==> src/rtl/sprite_pkg.sv <==
// rtl/sprite_pkg.sv - shared sprite attribute type, background id and colour helper
package sprite_pkg;

  // Coordinate width carried in the attribute record; the compositor's COORD_W defaults to it.
  localparam int ATTR_COORD_W = 10;
  // Background hit id; sized to all-ones at the point of use.
  localparam int BG_ID = -1;

  typedef struct packed {
    logic [ATTR_COORD_W-1:0] x;
    logic [ATTR_COORD_W-1:0] y;
    logic                    en;
    logic                    mirror;
    logic [23:0]             rgb;
  } sprite_attr_t;

  function automatic logic [23:0] rgb555_to_888(input logic [14:0] c);
    return {c[14:10], 3'b000, c[9:5], 3'b000, c[4:0], 3'b000};
  endfunction

endpackage

==> src/rtl/sprite_compositor_if.sv <==
// rtl/sprite_compositor_if.sv - pixel timing in / composited colour out bundle
interface sprite_compositor_if #(
  parameter int COORD_W = 10,
  parameter int ID_W    = 3
) ();
  logic               frame_start;
  logic               pix_valid;
  logic [COORD_W-1:0] DrawX;
  logic [COORD_W-1:0] DrawY;
  logic [7:0]         Red;
  logic [7:0]         Green;
  logic [7:0]         Blue;
  logic               out_valid;
  logic [ID_W-1:0]    hit_id;

  modport master (
    output frame_start, pix_valid, DrawX, DrawY,
    input  Red, Green, Blue, out_valid, hit_id
  );

  modport slave (
    input  frame_start, pix_valid, DrawX, DrawY,
    output Red, Green, Blue, out_valid, hit_id
  );
endinterface

==> src/rtl/sprite_channel.sv <==
// rtl/sprite_channel.sv - one sprite: frame shadow, hit test, ROM row address, bitmap bit select
module sprite_channel
  import sprite_pkg::*;
#(
  parameter int SPR_SIZE = 100,
  parameter int COORD_W  = ATTR_COORD_W,
  parameter int ROW_W    = 7
) (
  input  logic                Clk,
  input  logic                Reset_n,
  input  logic                frame_start,
  input  logic                pix_valid,
  input  logic [COORD_W-1:0]  DrawX,
  input  logic [COORD_W-1:0]  DrawY,
  input  sprite_attr_t        live,
  input  logic [SPR_SIZE-1:0] rom_data,
  output logic [ROW_W-1:0]    rom_row,
  output logic                opq,
  output logic [23:0]         rgb
);

  sprite_attr_t shadow;
  sprite_attr_t cur;

  // A pixel arriving together with frame_start already belongs to the new frame.
  assign cur = frame_start ? live : shadow;

  always_ff @(posedge Clk or negedge Reset_n) begin
    if (!Reset_n) begin
      shadow <= '0;
    end else if (frame_start) begin
      shadow <= live;
    end
  end

  // One extra bit so x+SPR_SIZE past the right edge cannot wrap onto column 0.
  logic [COORD_W:0] px, py, x0, y0, span;
  logic             in_s0;
  logic [ROW_W-1:0] col_s0;

  assign px   = {1'b0, DrawX};
  assign py   = {1'b0, DrawY};
  assign x0   = {1'b0, cur.x};
  assign y0   = {1'b0, cur.y};
  assign span = (COORD_W+1)'(SPR_SIZE);

  assign in_s0   = cur.en && (px >= x0) && (px < x0 + span) && (py >= y0) && (py < y0 + span);
  assign col_s0  = ROW_W'(DrawX - cur.x);
  assign rom_row = in_s0 ? ROW_W'(DrawY - cur.y) : '0;

  logic             in_s1;
  logic [ROW_W-1:0] col_s1;
  logic [ROW_W-1:0] sel;

  always_ff @(posedge Clk or negedge Reset_n) begin
    if (!Reset_n) begin
      in_s1  <= 1'b0;
      col_s1 <= '0;
    end else begin
      in_s1  <= in_s0 & pix_valid;
      col_s1 <= col_s0;
    end
  end

  // The shadow only changes on the edge that ends a frame_start cycle, so an S1 pixel
  // still sees the mirror/colour of the frame it was hit-tested in.
  assign sel = shadow.mirror ? ROW_W'(SPR_SIZE-1) - col_s1 : col_s1;
  assign opq = in_s1 & ~rom_data[sel];
  assign rgb = shadow.rgb;

endmodule

==> src/rtl/sprite_compositor.sv <==
// rtl/sprite_compositor.sv - N-channel priority sprite compositor with per-frame collision flags
module sprite_compositor
  import sprite_pkg::*;
#(
  parameter int NUM_SPR  = 4,
  parameter int SPR_SIZE = 100,
  parameter int COORD_W  = ATTR_COORD_W,
  parameter int ROW_W    = 7
) (
  input  logic                               Clk,
  input  logic                               Reset_n,
  sprite_compositor_if.slave                 pix,
  input  logic [NUM_SPR-1:0][COORD_W-1:0]    spr_x,
  input  logic [NUM_SPR-1:0][COORD_W-1:0]    spr_y,
  input  logic [NUM_SPR-1:0]                 spr_en,
  input  logic [NUM_SPR-1:0]                 spr_mirror,
  input  logic [NUM_SPR-1:0][23:0]           spr_rgb,
  output logic [NUM_SPR-1:0][ROW_W-1:0]      rom_row,
  input  logic [NUM_SPR-1:0][SPR_SIZE-1:0]   rom_data,
  input  logic [14:0]                        bg_data,
  output logic [NUM_SPR-1:0]                 collision
);

  localparam int ID_W = $clog2(NUM_SPR) + 1;
  localparam logic [ID_W-1:0] HIT_BG = ID_W'(BG_ID);

  logic [NUM_SPR-1:0]       opq;
  logic [NUM_SPR-1:0][23:0] ch_rgb;

  for (genvar i = 0; i < NUM_SPR; i++) begin : g_ch
    sprite_attr_t live;
    assign live = '{x: spr_x[i], y: spr_y[i], en: spr_en[i], mirror: spr_mirror[i], rgb: spr_rgb[i]};

    sprite_channel #(
      .SPR_SIZE (SPR_SIZE),
      .COORD_W  (COORD_W),
      .ROW_W    (ROW_W)
    ) u_ch (
      .Clk         (Clk),
      .Reset_n     (Reset_n),
      .frame_start (pix.frame_start),
      .pix_valid   (pix.pix_valid),
      .DrawX       (pix.DrawX),
      .DrawY       (pix.DrawY),
      .live        (live),
      .rom_data    (rom_data[i]),
      .rom_row     (rom_row[i]),
      .opq         (opq[i]),
      .rgb         (ch_rgb[i])
    );
  end

  logic              valid_s1;
  logic [ID_W-1:0]   win_id;
  logic [23:0]       win_rgb;
  logic [NUM_SPR-1:0] acc, acc_next, others;

  // Walk from lowest priority up so the lowest opaque index wins.
  always_comb begin
    win_id  = HIT_BG;
    win_rgb = rgb555_to_888(bg_data);
    for (int i = NUM_SPR - 1; i >= 0; i--) begin
      if (opq[i]) begin
        win_id  = ID_W'(i);
        win_rgb = ch_rgb[i];
      end
    end
  end

  always_comb begin
    acc_next = acc;
    others   = '0;
    for (int i = 0; i < NUM_SPR; i++) begin
      others    = opq;
      others[i] = 1'b0;
      if (valid_s1 && opq[i] && (|others)) begin
        acc_next[i] = 1'b1;
      end
    end
  end

  always_ff @(posedge Clk or negedge Reset_n) begin
    if (!Reset_n) begin
      valid_s1                          <= 1'b0;
      pix.out_valid                     <= 1'b0;
      {pix.Red, pix.Green, pix.Blue}    <= '0;
      pix.hit_id                        <= HIT_BG;
      acc                               <= '0;
      collision                         <= '0;
    end else begin
      valid_s1      <= pix.pix_valid;
      pix.out_valid <= valid_s1;
      if (valid_s1) begin
        {pix.Red, pix.Green, pix.Blue} <= win_rgb;
        pix.hit_id                     <= win_id;
      end else begin
        {pix.Red, pix.Green, pix.Blue} <= '0;
        pix.hit_id                     <= HIT_BG;
      end
      // Publishing uses acc_next so an overlap on the frame's last pixel is not lost.
      if (pix.frame_start) begin
        collision <= acc_next;
        acc       <= '0;
      end else begin
        acc <= acc_next;
      end
    end
  end

endmodule
==> src/flat_wrapper.sv <==
// flat-port wrapper written by rule: the top's interface ports become plain ports
module sprite_compositor_flat import sprite_pkg::*;
#(
  parameter int NUM_SPR  = 4,
  parameter int SPR_SIZE = 100,
  parameter int COORD_W  = ATTR_COORD_W,
  parameter int ROW_W    = 7
)
  (Clk, Reset_n, spr_x, spr_y, spr_en, spr_mirror, spr_rgb, rom_row, rom_data, bg_data, collision, pix_frame_start, pix_pix_valid, pix_DrawX, pix_DrawY, pix_Red, pix_Green, pix_Blue, pix_out_valid, pix_hit_id);
  sprite_compositor_if #(.COORD_W(COORD_W)) pix_i ();
  input  logic Clk;
  input  logic Reset_n;
  input  logic [NUM_SPR-1:0][COORD_W-1:0] spr_x;
  input  logic [NUM_SPR-1:0][COORD_W-1:0] spr_y;
  input  logic [NUM_SPR-1:0] spr_en;
  input  logic [NUM_SPR-1:0] spr_mirror;
  input  logic [NUM_SPR-1:0][23:0] spr_rgb;
  output logic [NUM_SPR-1:0][ROW_W-1:0] rom_row;
  input  logic [NUM_SPR-1:0][SPR_SIZE-1:0] rom_data;
  input  logic [14:0] bg_data;
  output logic [NUM_SPR-1:0] collision;
  input wire logic [$bits(pix_i.frame_start)-1:0] pix_frame_start;
  input wire logic [$bits(pix_i.pix_valid)-1:0] pix_pix_valid;
  input wire logic [$bits(pix_i.DrawX)-1:0] pix_DrawX;
  input wire logic [$bits(pix_i.DrawY)-1:0] pix_DrawY;
  output wire logic [$bits(pix_i.Red)-1:0] pix_Red;
  output wire logic [$bits(pix_i.Green)-1:0] pix_Green;
  output wire logic [$bits(pix_i.Blue)-1:0] pix_Blue;
  output wire logic [$bits(pix_i.out_valid)-1:0] pix_out_valid;
  output wire logic [$bits(pix_i.hit_id)-1:0] pix_hit_id;
  assign pix_i.frame_start = pix_frame_start;
  assign pix_i.pix_valid = pix_pix_valid;
  assign pix_i.DrawX = pix_DrawX;
  assign pix_i.DrawY = pix_DrawY;
  assign pix_Red = pix_i.Red;
  assign pix_Green = pix_i.Green;
  assign pix_Blue = pix_i.Blue;
  assign pix_out_valid = pix_i.out_valid;
  assign pix_hit_id = pix_i.hit_id;
  sprite_compositor #(.NUM_SPR(NUM_SPR), .SPR_SIZE(SPR_SIZE), .COORD_W(COORD_W), .ROW_W(ROW_W)) u_core (.Clk(Clk), .Reset_n(Reset_n), .pix(pix_i), .spr_x(spr_x), .spr_y(spr_y), .spr_en(spr_en), .spr_mirror(spr_mirror), .spr_rgb(spr_rgb), .rom_row(rom_row), .rom_data(rom_data), .bg_data(bg_data), .collision(collision));
endmodule
==> config.mk <==
export PLATFORM = sky130hd
export DESIGN_NAME = sprite_compositor_flat
export DESIGN_NICKNAME = d
export VERILOG_FILES = /design/src/rtl/sprite_pkg.sv /design/src/rtl/sprite_compositor_if.sv /design/src/rtl/sprite_channel.sv /design/src/rtl/sprite_compositor.sv /design/src/flat_wrapper.sv
export SDC_FILE = /design/constraint.sdc
export NUM_CORES = 1
export LEC_CHECK = 0
export CORE_MARGIN = 2
export CORE_UTILIZATION = 30
export DETAILED_ROUTE_END_ITERATION = 12
export GPL_TIMING_DRIVEN = 0
export PLACE_DENSITY_LB_ADDON = 0.05
export SETUP_SLACK_MARGIN = 0.02
export SYNTH_ARGS = -nofsm -noshare
export SYNTH_HDL_FRONTEND = slang
export SYNTH_SLANG_ARGS = --single-unit
==> constraint.sdc <==
create_clock -name Clk -period 12.55 [get_ports Clk]
set_clock_uncertainty 0.1 [all_clocks]
set_input_delay 2.51 -clock Clk [delete_from_list [all_inputs] [get_ports Clk]]
set_output_delay 2.51 -clock Clk [all_outputs]
set_load 0.03 [all_outputs]
==> results of run 1 <==
[repair_timing]
action	CTS	global route
gates resized for setup	7	1
setup endpoints to repair	28	11
cloned	0	0
hold buffers	0	0
[kinds of logic after synthesis]
kind of cell             after synthesis
AND/OR/NAND/NOR                      377
adder cells (fa/ha/maj)              164
buffers and inverters                271
AO/OA/AOI/OAI                        530
multiplexers                         327
flip-flops                           253
XOR/XNOR                             108
[critical path, stage by stage]
cell and delay [ns]:
clkdlybuf4s50_1 0.54, buf_2 0.44, buf_2 0.52, clkbuf_4 0.51, buf_1 0.51, clkdlybuf4s15_2 0.67
mux2_2 0.42, ha_1 0.21, fa_1 0.41, nor2b_1 0.12, o21ai_0 0.11, a21boi_0 0.26
o21ai_0 0.16, a31oi_1 0.26, o21a_1 0.14, o21ai_0 0.08, a21o_1 0.26, nor3b_1 0.28
and3_1 0.24, clkdlybuf4s50_1 0.68
[power by group through the flow]
stage          registers [mW]  logic (mW)  clock network, mW
5_1_grt                 0.969        1.76              0.977
6_report                0.958        1.61              0.921
3_3_place_gp            0.973        1.59                  0
2_1_floorplan           0.977       0.991                  0
3_5_place_dp            0.973        1.60                  0
4_1_cts                 0.959        1.61              0.949
[worst max path at each step]
stage,start,slack (ns),endpoint,cells past startpoint
finish,pix_frame_start,0.57,rom_row[24],20
global route,pix_frame_start,0.09,rom_row[6],20
CTS,pix_frame_start,0.25,rom_row[6],20
detailed placement,pix_frame_start,-1.0,rom_row[6],20
global placement,Reset_n,-2.85,u_core.g_ch[0].u_ch.in_s1$_DFF_PN0_,1
floorplan,pix_frame_start,2.61,rom_row[23],18
[sequential cells by signal, indices dropped and copies added (netlist names)]
| register | count |
|---|---|
| u_core.g_ch.u_ch.col_s1 | 28 |
| u_core.valid_s1 | 1 |
| u_core.g_ch.u_ch.in_s1 | 4 |
| u_core.g_ch.u_ch.rgb | 96 |
| u_core.pix.Blue | 8 |
| u_core.pix.Red | 8 |
| u_core.pix.hit_id | 3 |
| u_core.g_ch.u_ch.shadow | 88 |
| u_core.pix.Green | 8 |
| u_core.pix.out_valid | 1 |
| u_core.collision | 4 |
| u_core.acc | 4 |
[cell type report]
class | instances | area (µm²) | area share (%)
multi-input cells | 1506 | 13400 | 44.6
repair buffers | 684 | 6890 | 22.9
flip-flops and latches | 253 | 6330 | 21.1
well taps | 931 | 1160 | 3.87
clock buffers | 46 | 912 | 3.03
inverters | 167 | 627 | 2.08
plain buffers | 103 | 543 | 1.81
clock inverters | 10 | 125 | 0.416
diodes | 24 | 60.1 | 0.200
[routing by layer]
layer  track usage [%]  up-vias  wire length (µm)
li1                  -     9094                 -
met1              29.8     9568             36800
met2              41.0      616             43700
met3              5.49      131              6330
met4              8.08       22              2280
met5                 0        -               133
[synthesized netlist by cell type, types with 12 or more instances]
master / count / area, µm²
mux2i_1: 105 / 1050
mux2_2: 122 / 1370
buf_2: 38 / 190
a22oi_1: 31 / 233
a221oi_1: 39 / 342
nor2b_1: 32 / 200
a311oi_1: 12 / 105
a221o_1: 13 / 130
o21ai_1: 15 / 75.1
o21ai_0: 125 / 626
nor3_1: 20 / 100
inv_1: 161 / 604
nor2_1: 93 / 349
mux4_1: 12 / 315
xor2_1: 19 / 166
ha_1: 156 / 1950
nand2_1: 87 / 327
a21oi_1: 90 / 450
and3_1: 22 / 138
a211oi_1: 13 / 97.6
a21boi_0: 15 / 113
o21a_1: 32 / 240
xnor2_1: 84 / 736
buf_4: 12 / 90.1
mux4_2: 87 / 1960
o211ai_1: 27 / 203
dfrtp_1: 250 / 6260
a31oi_1: 18 / 113
nand3_1: 28 / 140
clkbuf_1: 33 / 124
nand2b_1: 22 / 138
buf_1: 14 / 52.6
[through the flow]
step / utilization, % / setup TNS [ns] / std cells / hold WS [ns] / instance area (µm²)
6_report: 43.8 / 0 / 3724 / 0.383 / 30100
2_1_floorplan: - / 0 / 2030 / 0.349 / 20900
5_1_grt: 43.7 / 0 / 3714 / 0.410 / 30000
3_5_place_dp: 42.1 / -21.56 / 3645 / 0.371 / 28900
4_1_cts: 43.7 / 0 / 3700 / 0.385 / 30000
3_3_place_gp: 42.0 / -725.26 / 3643 / 0.366 / 28900
==> impl_metrics.toml, run 1 <==
[worst_setup_path]
crit-reg2reg-launch = "u_core.g_ch[0].u_ch.col_s1[2]$_DFF_PN0_"
critPathRequiredTime_ns = 9.94
endpoint_kind = "output port"
startpoint_type = "input port"
arrival_ns = 9.37
r2r_cells = 14
crit_type = "in -> out"
crit_fanout = 19
rrSetupSlack_ns = 7.84
r2r_end = "u_core.pix.Green[3]$_DFF_PN0_"

[placed_design]
io_buffers = 682
place_ws_ns = -0.997
dp_hpwl_um = 71900
gp_congestion = 0.891

[power]
power_frac_seq_pct = 27.5
p_sw_share_pct = 36.4
p_int_mw = 2.22
p_clk_share_pct = 26.4
powerDensity_nw_per_um2 = 116
p_comb_share_pct = 46.1
p_leak_nw = 12.5
irDropWorstVdd_v = 0.000110
design_power_total_mw = 3.49
switching_power_mw = 1.27

[final_layout]
n_fill_cell = 6661
area_growth_pct = 43.9
final_common_cell = "clkdlybuf4s50_1"
layout.nets = 3533
drive_gt1_share_pct = 13.2
layout_common_cells = "clkdlybuf4s50_1, dfrtp_1, inv_1"

[hold_path]
timing.hold.worst_endpoint = "u_core.acc[1]$_DFF_PN0_"
worstHoldStart = "u_core.acc[1]$_DFF_PN0_"
worstHoldPathCells = 2
hold_path.class = "reg -> reg"

[sta]
slew_headroom_pct = 29.1
fmax_mhz = 83.5
setup_viol = 0
finalHoldViolCount = 0
period_share_pct = 95.5
period_needed_ns = 11.98
final-max-slew-violation-count = 0
rsz0062_at_grt = "no"
worst_slack_ns = 0.571
tightest_slew_ns = 1.06

[yosys]
synth_edf_count = 0
synth-simple-area-share_pct = 9.42
synthMuxAreaShare_pct = 22.6
syn_area_um2 = 20900
ys_ff_latch = 253
synthFlopType = "dfrtp_1"
synth_top_family_by_area = "multiplexers"
synthXorXnorAreaFrac_pct = 4.76
ys_warn_count = 0
synth-compound-area-share_pct = 17.3
syn_nets = 2817
synthCells = 2030
synth-seq-area-share_pct = 30.3
syn-mean-instance-area_um2 = 10.3
synthDistinctLibCells = 93
synthAdderAreaFrac_pct = 10.1
async_reset_ff_share_pct = 100

[clock_tree]
clk_pin_slew_ns = 0.06
cts_root_buf = "clkbuf_16"
clk_path_buf_depth = 3
postCtsSetupBuffers = 0
cts_made_buffers = 31
h-tree-depth = 1
insertion_delay_ns = 0.59
cts.sinks = 253
cts_tree = "done"

[status]
outcome = "finished, final reports clean"

[global_routing]
overflow = 0
grt_max_degree = 100
antenna_found_initial = 32
grt_usage_pct = 24.0
grt_pass1_vias = 20300
grt_pass1_wl_um = 129000

[routing]
via_count = 19400
drc = 0
viasPerCell = 5.22
detail-route-antenna-nets = 0
wirelength_um = 89200
drt_iter0_drc = 1036
wl_per_cell_um = 24.0
first_pass_iters = 7

[die]
io_pins = 683
core_region_area_um2 = 68700
die_area_um2 = 71800
initial_core_util_pct = 30.4
rows = 96
die-width_um = 268
fp.dieH_um = 268

[run]
cap_violations = 0
No activity file was read; power rests on OpenSTA's default activity.
==> inputs of run 2 (changes only) <==
- GPL_ROUTABILITY_DRIVEN: default -> 0
==> run 2 against run 1 <==
Cell count is 0.21% lower. First-iteration DRC count is 0.77% lower. Design area is 0.23% lower. Via count is 0.19% lower. Power is 1.2% lower. Wire length is 1.3% lower. Core utilization is 0.10 points lower. Global-route usage is 0.38 points lower. Non-clock buffer count stayed put. Clock-buffer cell count is 8 lower. Sequential share of layout area hardly changed. Sequential power hardly changed. Critical path type unchanged. Critical endpoint is now rom_row[6]. Largest cell class unchanged.
==> impl_metrics.toml, run 2 (same netlist as run 1, synthesis figures left out) <==
[status]
outcome = "finished, final reports clean"

[final_layout]
drive_gt1_share_pct = 13.3
largest_reg_flops = 96
n_fill_cell = 6703
final_cells = 3716
layout_common_cells = "clkdlybuf4s50_1, dfrtp_1, inv_1"
multi_input_area_um2 = 13400
layout.nets = 3532
area_growth_pct = 43.6
seqCellArea_um2 = 6330
final_common_cell = "clkdlybuf4s50_1"

[sta]
period_share_pct = 95.4
fmax_mhz = 83.5
rsz0062_at_grt = "no"
period_needed_ns = 11.98
slew_headroom_pct = 30.0
worst_slack_ns = 0.572
fin_hold_ws_ns = 0.382
tightest_slew_ns = 1.05
setup_viol = 0
finalHoldViolCount = 0
final-max-slew-violation-count = 0
tns_ns = 0

[worst_setup_path]
crit_fanout = 19
endpoint_kind = "output port"
critPathRequiredTime_ns = 9.94
crit_type = "in -> out"
rrSetupSlack_ns = 7.72
arrival_ns = 9.37
startpoint_type = "input port"

[global_routing]
grt_pass1_vias = 20000
antenna_found_initial = 23
overflow = 0
grt_usage_pct = 23.6
grt_pass1_wl_um = 128000
grt_max_degree = 99

[die]
fp.dieH_um = 268
io_pins = 683
rows = 96
die-width_um = 268
die_area_um2 = 71800
core_region_area_um2 = 68700
initial_core_util_pct = 30.4

[routing]
drc = 0
via_count = 19400
drt_iter0_drc = 1028
viasPerCell = 5.22
wirelength_um = 88100
wl_per_cell_um = 23.7
detail-route-antenna-nets = 0
first_pass_iters = 5

[clock_tree]
cts_root_buf = "clkbuf_16"
clk_pin_slew_ns = 0.06
cts_tree = "done"
h-tree-depth = 1
cts.sinks = 253
insertion_delay_ns = 0.59
cts_made_buffers = 30
hold_buffers = 0
clk_path_buf_depth = 3

[power]
design_power_total_mw = 3.44
p_leak_nw = 12.5
powerDensity_nw_per_um2 = 115
irDropWorstVdd_v = 0.000114

[placed_design]
io_buffers = 682
placedCellCount = 3645
dp_hpwl_um = 71200
place_ws_ns = -1.08

[hold_path]
hold_path.class = "reg -> reg"

[run]
cap_violations = 0
==> run 2: cell count changes in the layout (fill, tap and decap cells not counted) <==
cell | before | now
diode_2 | 24 | 16
clkinv_2 | 3 | 10
clkbuf_8 | 8 | 3
buf_2 | 37 | 39
clkbuf_1 | 39 | 37
buf_1 | 12 | 11
clkbuf_16 | 31 | 30
clkbuf_4 | 1 | 0
clkinv_16 | 0 | 1
inv_16 | 1 | 0
inv_6 | 0 | 1
==> run 2: timing repair <==
action | 4_1_cts | 5_1_grt
endpoints found under the setup margin | 28 | 0
setup buffers | 0 | 0
gates resized for setup | 8 | 0
==> run 2: worst paths after layout <==
check	startpoint	endpoint	cells after the start
hold reg to reg	u_core.acc[1]$_DFF_PN0_	u_core.acc[1]$_DFF_PN0_	2
hold / removal	u_core.acc[1]$_DFF_PN0_	u_core.acc[1]$_DFF_PN0_	2
setup / recovery	pix_frame_start	rom_row[6]	20
max in group asynchronous	Reset_n	u_core.g_ch[3].u_ch.col_s1[4]$_DFF_PN0_	3
min in group asynchronous	Reset_n	u_core.g_ch[1].u_ch.rgb[3]$_DFFE_PN0P_	1
setup reg to reg	u_core.g_ch[1].u_ch.col_s1[2]$_DFF_PN0_	u_core.pix.Green[3]$_DFF_PN0_	13
==> run 2: worst max-delay path, stage by stage <==
cell and delay, ns:
clkdlybuf4s50_1 0.54, buf_2 0.43, buf_2 0.52, buf_2 0.61, buf_2 0.39, clkdlybuf4s15_2 0.65, mux2_2 0.43, ha_1 0.21
fa_1 0.40, nor2b_1 0.12, o21ai_0 0.11, a21boi_0 0.29, o21ai_0 0.14, nand2_1 0.10, a21oi_1 0.10, nor2b_1 0.14
o211ai_1 0.11, a211oi_2 0.57, and3_1 0.28, clkdlybuf4s50_1 0.68
==> run 2: metal layers <==
layer / vias to the layer above / global-route usage [%] / part of all wire [%]
met3: 115 / 4.64 / 6.2
met5: - / 0 / 0.14
met2: 561 / 41.2 / 50
li1: 9092 / - / -
met4: 20 / 6.82 / 2.3
met1: 9607 / 29.5 / 42
==> run 2: cell type report <==
class                           instances  area share (%)
Antenna cell                           16           0.133
Buffer                                103            1.81
Clock buffer                           38            2.70
Clock inverter                         18           0.596
Inverter                              167            2.09
Multi-Input combinational cell       1506            44.7
Sequential cell                       253            21.1
Tap cell                              931            3.88
Timing Repair Buffer                  684            23.0
==> run 2: report_power, final <==
group          leakage, nW  switching, mW  total, mW  internal [mW]
sequential            3.02         0.0501      0.959          0.909
clock                0.481          0.384      0.885          0.501
combinational         9.01          0.834       1.60          0.766
total                 12.5           1.27       3.44           2.18
==> run 2: through the flow <==
step           utilization, %  cell area [µm²]
2_1_floorplan               -            20900
3_3_place_gp             42.0            28900
3_5_place_dp             42.1            28900
4_1_cts                  43.6            30000
5_1_grt                  43.6            30000
6_report                 43.7            30000
==> inputs of run 3 (changes only) <==
- HOLD_SLACK_MARGIN: default -> 0.02
==> results of run 3 <==
Final layout, timing and power as in run 2 (identical DEF).
